`config.mk`:
```
export PLATFORM = sky130hd
export DESIGN_NAME = pipe_hazard_unit
export DESIGN_NICKNAME = d
export VERILOG_FILES = /design/src/rtl/pipe_pkg.sv /design/src/rtl/sat_counter.sv /design/src/rtl/pipe_hazard_unit.sv
export SDC_FILE = /design/constraint.sdc
export NUM_CORES = 1
export LEC_CHECK = 0
export ABC_CLOCK_PERIOD_IN_PS = 2440
export CAP_MARGIN = 25
export CORE_ASPECT_RATIO = 1.4
export CORE_MARGIN = 2
export CORE_UTILIZATION = 30
export DETAILED_ROUTE_END_ITERATION = 12
export DONT_BUFFER_PORTS = 1
export SETUP_SLACK_MARGIN = 0.3
export SYNTH_ARGS = -nofsm -noshare
export SYNTH_HDL_FRONTEND = slang
export SYNTH_SLANG_ARGS = --single-unit
```
`constraint.sdc`:
```
create_clock -name clk -period 2.44 [get_ports clk]
set_input_delay 0.488 -clock clk [delete_from_list [all_inputs] [get_ports clk]]
set_output_delay 0.488 -clock clk [all_outputs]
set_load 0.01 [all_outputs]
```
`src/rtl/pipe_pkg.sv`:
```
// Shared types for the pipeline hazard unit: forwarding select codes and the
// shadow-slot record that tracks each in-flight instruction's register usage.
package pipe_pkg;

    // Slot register fields are stored at this fixed width; narrower indices are zero-extended.
    localparam int unsigned SLOT_AW = 8;

    localparam logic [1:0] FWD_RF = 2'b00;
    localparam logic [1:0] FWD_W  = 2'b01;
    localparam logic [1:0] FWD_M  = 2'b10;

    typedef struct packed {
        logic               v;
        logic [SLOT_AW-1:0] rs1;
        logic [SLOT_AW-1:0] rs2;
        logic [SLOT_AW-1:0] rd;
        logic               rw;
        logic               ld;
    } slot_t;

    localparam slot_t SLOT_EMPTY = '0;

    // x0 is hard-wired zero, so a write to it never creates a dependency.
    function automatic logic slot_writes(input slot_t s, input logic [SLOT_AW-1:0] r);
        return s.v & s.rw & (s.rd == r) & (r != '0);
    endfunction

endpackage

```
`src/rtl/sat_counter.sv`:
```
// Saturating up-counter with synchronous clear that takes priority over increment.
module sat_counter #(
    parameter int unsigned W = 16
) (
    input  logic         clk,
    input  logic         rst,
    input  logic         inc,
    input  logic         clr,
    output logic [W-1:0] cnt
);

    logic [W-1:0] cnt_q;
    logic [W-1:0] cnt_d;

    always_comb begin
        cnt_d = cnt_q;
        if (clr) begin
            cnt_d = '0;
        end else if (inc && (cnt_q != '1)) begin
            cnt_d = cnt_q + W'(1);
        end
    end

    always_ff @(posedge clk or posedge rst) begin
        if (rst) begin
            cnt_q <= '0;
        end else begin
            cnt_q <= cnt_d;
        end
    end

    assign cnt = cnt_q;

endmodule

```
`src/rtl/pipe_hazard_unit.sv`:
```
// Hazard/forwarding controller for a five-stage pipeline; shadows EX/M/W register
// usage internally and derives forwarding selects, stalls, flushes and perf counts.
module pipe_hazard_unit
    import pipe_pkg::*;
#(
    parameter int unsigned REG_AW = 5,
    parameter bit          FWD_EN = 1'b1,
    parameter int unsigned CNT_W  = 16
) (
    input  logic              clk,
    input  logic              rst,
    input  logic              id_valid,
    input  logic [REG_AW-1:0] id_rs1,
    input  logic [REG_AW-1:0] id_rs2,
    input  logic [REG_AW-1:0] id_rd,
    input  logic              id_regwrite,
    input  logic              id_load,
    input  logic              ex_branch_taken,
    input  logic              cnt_clr,
    output logic [1:0]        fwd_a_e,
    output logic [1:0]        fwd_b_e,
    output logic              stall_f,
    output logic              stall_d,
    output logic              flush_d,
    output logic              flush_e,
    output logic [CNT_W-1:0]  stall_cnt,
    output logic [CNT_W-1:0]  flush_cnt
);

    slot_t              ex_q, m_q, w_q;
    slot_t              ex_d;
    slot_t              id_slot;
    logic [SLOT_AW-1:0] rs1_w, rs2_w;
    logic               haz;
    logic               br;

    function automatic logic [1:0] fwd_sel(input slot_t m, input slot_t w,
                                           input logic [SLOT_AW-1:0] r);
        if (slot_writes(m, r)) begin
            return FWD_M;
        end else if (slot_writes(w, r)) begin
            return FWD_W;
        end
        return FWD_RF;
    endfunction

    assign rs1_w = SLOT_AW'(id_rs1);
    assign rs2_w = SLOT_AW'(id_rs2);

    always_comb begin
        id_slot     = SLOT_EMPTY;
        id_slot.v   = id_valid;
        id_slot.rs1 = rs1_w;
        id_slot.rs2 = rs2_w;
        id_slot.rd  = SLOT_AW'(id_rd);
        id_slot.rw  = id_regwrite;
        id_slot.ld  = id_load;
    end

    // Without forwarding, any EX/M producer blocks decode; W is covered by write-first regfile.
    always_comb begin
        haz = 1'b0;
        if (id_valid) begin
            if (FWD_EN) begin
                haz = ex_q.ld & (slot_writes(ex_q, rs1_w) | slot_writes(ex_q, rs2_w));
            end else begin
                haz = slot_writes(ex_q, rs1_w) | slot_writes(ex_q, rs2_w)
                    | slot_writes(m_q, rs1_w)  | slot_writes(m_q, rs2_w);
            end
        end
    end

    // The branch input is raw from execute; mask it so every output is quiet in reset.
    assign br      = ex_branch_taken & ~rst;
    assign stall_f = haz & ~br;
    assign stall_d = haz & ~br;
    assign flush_d = br;
    assign flush_e = br | haz;

    assign fwd_a_e = (FWD_EN && ex_q.v) ? fwd_sel(m_q, w_q, ex_q.rs1) : FWD_RF;
    assign fwd_b_e = (FWD_EN && ex_q.v) ? fwd_sel(m_q, w_q, ex_q.rs2) : FWD_RF;

    assign ex_d = flush_e ? SLOT_EMPTY : id_slot;

    always_ff @(posedge clk or posedge rst) begin
        if (rst) begin
            ex_q <= SLOT_EMPTY;
            m_q  <= SLOT_EMPTY;
            w_q  <= SLOT_EMPTY;
        end else begin
            ex_q <= ex_d;
            m_q  <= ex_q;
            w_q  <= m_q;
        end
    end

    sat_counter #(.W(CNT_W)) u_stall_cnt (
        .clk (clk),
        .rst (rst),
        .inc (stall_d),
        .clr (cnt_clr),
        .cnt (stall_cnt)
    );

    sat_counter #(.W(CNT_W)) u_flush_cnt (
        .clk (clk),
        .rst (rst),
        .inc (br),
        .clr (cnt_clr),
        .cnt (flush_cnt)
    );

endmodule

```
==> reports/metrics.csv <==
stage,metric,value,unit
routing,Detail Route Antenna Nets,0,
synth,"EDFF count, synth",0,
synth,Synth area leaders,"dfrtp_1 (48%), xnor2_1 (10%), mux2_1 (4.1%)",
synth,sequential cell area fraction in the yosys report,0.483,
floorplan,Rows,45,
routing,First-pass DRT Iterations,6,
synth,async set-reset flop share out of synthesis,1.00,
global_route,grt total ovfl,0,
global_route,first-pass GRT wire length,13400,µm
floorplan,Initial Util,0.307,
finish,share of layout cells above drive strength 1,0.332,
status,status,"complete, no violations",
place,placed inst area,3640,µm²
routing,WL/cell,16.5,µm
floorplan,die area,11900,µm²
place,port bufs,0,
synth,area share of the largest cell type after synthesis,0.483,
worst_setup_path,"Largest stage delay, worst path",560,ps
timing,Final Hold Viols,0,
routing,DR iter-0 viols,76,
synth,most frequently used flop master after synthesis,dfrtp_1,
clocking,total CTS buffers,9,
synth,net count after synthesis,344,
worst_setup_path,Worst Path Buf+Inv,1,
clocking,Root Buffer,clkbuf_16,
pwr,overall power,2720,µW
global_route,Total GRT Usage,0.146,
global_route,initial antenna violation count,1,
synth,#FFs+latches synth,64,
routing,vias per inst,4.99,
routing,Routed WL,8440,µm
finish,fin area,4610,µm²
timing,RSZ-0062 raised after global routing,yes,
synth,Netlist cell types,43,
routing,vias,2549,
global_route,largest net degree at the start of global routing,49,
clocking,Clock Path Buffers,2,
clocking,# hold bufs at CTS,0,
worst_setup_path,CP required,1950,ps
routing,DRC viols,0,
synth,Ys Warns,0,
clocking,clock sinks,64,
floorplan,Core Box Area,10800,µm²
timing,Max-slew headroom,0.598,
worst_setup_path,worst-path fanout max,2,
finish,Area growth syn-to-layout,38.9,%
timing,Tmin final,2390,ps
timing,skew final,6.86,ps
floorplan,die span in y,128,µm
synth,Post-Syn Instances,320,
timing,final setup fails,0,
worst_setup_path,WS Path Type,reg -> out,
worst_setup_path,WP data arrival,1900,ps
timing,fmax,419,MHz
place,GPL Wtd Cong,0.845,
finish,ANT cells,0,
worst_setup_path,crit start category,flip-flop,
worst_setup_path,CP max stage cell,or4_4,
worst_setup_path,CP top delay family,simple AND/OR/NAND/NOR gates,
clocking,clk slew on worst S/H paths,50,ps
timing,final period utilization,0.978,
clocking,clk_lat worst skew,330,ps
floorplan,die width,92.9,µm
clocking,H-tree depth,3,
timing,max-slew violations,0,
timing,Tightest Pin Transition,603,ps
synth,Post-Syn Area,3320,µm²
timing,hold slack,114,ps
timing,Fin Setup TNS,0,ps
flow_run,max-cap viol count,0,
finish,Nets,389,
hold_path,Worst Hold Class,in -> async,
global_route,vias in the first global route,2624,
synth,Avg Inst Size Synth,10.4,µm²
worst_setup_path,crit path capture type,output port,
floorplan,IO Pins,62,
worst_setup_path,crit path cell chain,"or4_4, o2111ai_4, nor2_2, a2111oi_2, buf_4",
pwr,PwrDens,591,nW/µm²
pwr,maximum vdd drop,315,µV
synth,post-synth top area cell,dfrtp_1,
place,Post-DP HPWL,5710,µm
pwr,static leakage,0.00178,µW
clocking,TritonCTS clock tree,done,
==> registers in the layout, indices dropped and copies added, names as in the netlist <==
| signal | flops |
|---|---|
| ex_q | 18 |
| m_q | 7 |
| u_flush_cnt.cnt | 16 |
| u_stall_cnt.cnt | 16 |
| w_q | 7 |
==> placed cells by master, fill, tap and decap left out, types with 10 or more instances in the layout <==
cell type | netlist | layout
dfrtp_1 | 64 | 60
xnor2_1 | 39 | 32
buf_4 | 1 | 32
nor2_1 | 33 | 29
and2_1 | 20 | 18
nor2b_1 | 17 | 17
nand2_1 | 16 | 16
nand3_1 | 13 | 13
nand4_1 | 12 | 12
mux2_4 | 0 | 12
clkbuf_16 | 0 | 10
==> stage by stage <==
step	worst slack, ps	cells	util
after detailed placement	-1.05	467	0.337
after global placement	47.0	467	0.337
final	53.0	511	0.426
after CTS	42.1	501	0.401
after floorplan	207	320	-
after global routing	-69.3	511	0.426
==> layer usage <==
layer / global-route usage / vias to the layer above / part of all wire
met2: 0.248 / 68 / 0.52
met1: 0.164 / 1261 / 0.39
met5: 0 / - / 0.0015
met3: 0.0539 / 15 / 0.064
met4: 0.0606 / 2 / 0.022
li1: - / 1203 / -
==> final timing paths <==
| kind | start | to | slack (ps) | cells after the start |
|---|---|---|---|---|
| setup reg to reg | ex_q[5] | u_stall_cnt.cnt[8] | 150 | 8 |
| hold reg to reg | ex_q[1] | m_q[1] | 380 | 0 |
| max in group asynchronous | rst | ex_q[5] | 1700 | 2 |
| hold / removal | rst | u_flush_cnt.cnt[7] | 110 | 1 |
| min in group clk | cnt_clr | u_flush_cnt.cnt[6] | 230 | 1 |
| setup / recovery | ex_q[18] | fwd_a_e[0] | 50 | 5 |
==> worst register-to-register path, cell delays in order (launching register included) <==
cell and delay [ps]:
dfrtp_2 430, buf_6 140, xnor2_2 130, nand4_1 160
a2111o_1 420, clkbuf_16 220, buf_12 130, a211oi_2 210
mux2_1 350
==> cell families after synthesis <==
family	after synthesis	synth area share
AND/OR/NAND/NOR	148	0.238
XOR/XNOR	39	0.103
adder cells (fa/ha/maj)	2	0.00755
AO/OA/AOI/OAI	31	0.0849
flip-flops	64	0.483
buffers and inverters	19	0.0260
multiplexers	17	0.0570
==> layout make-up <==
| class | instances | area [µm²] |
|---|---|---|
| repair buffers | 48 | 502 |
| clock buffers | 11 | 243 |
| clock inverters | 5 | 80.1 |
| flip-flops and latches | 64 | 1610 |
| inverters | 5 | 18.8 |
| multi-input cells | 237 | 1980 |
| well taps | 141 | 176 |
| fillers | 1013 | 6200 |
==> synth_stat cells (2+ instances only) <==
master and number:
dfrtp_1 64, xnor2_1 39, nor2_1 33, and2_1 20
nor2b_1 17, nand2_1 16, nand3_1 13, mux2_1 12
nand4_1 12, clkbuf_1 9, nor3_1 9, a21oi_1 8
nor4_1 8, a211oi_2 6, a2111oi_2 5, inv_1 5
or3_1 4, and3_1 3, buf_2 3, mux2_2 3
or4_1 3, a211oi_1 2, ha_1 2, mux2i_1 2
nand2b_1 2, o21ai_0 2, or2_2 2
==> where the power goes <==
part	switching [µW]	total, µW	internal [µW]
Clock	461	1380	920
Combinational	95.2	204	109
Sequential	38.3	1140	1100
==> repair_timing <==
| action | CTS | global route |
|---|---|---|
| cloned | 1 | 1 |
| setup buffers | 17 | 9 |
| gates resized for setup | 43 | 28 |
| endpoints found under the setup margin | 22 | 25 |
| pin swaps | 17 | 14 |
(Power assumes the default switching activity.)
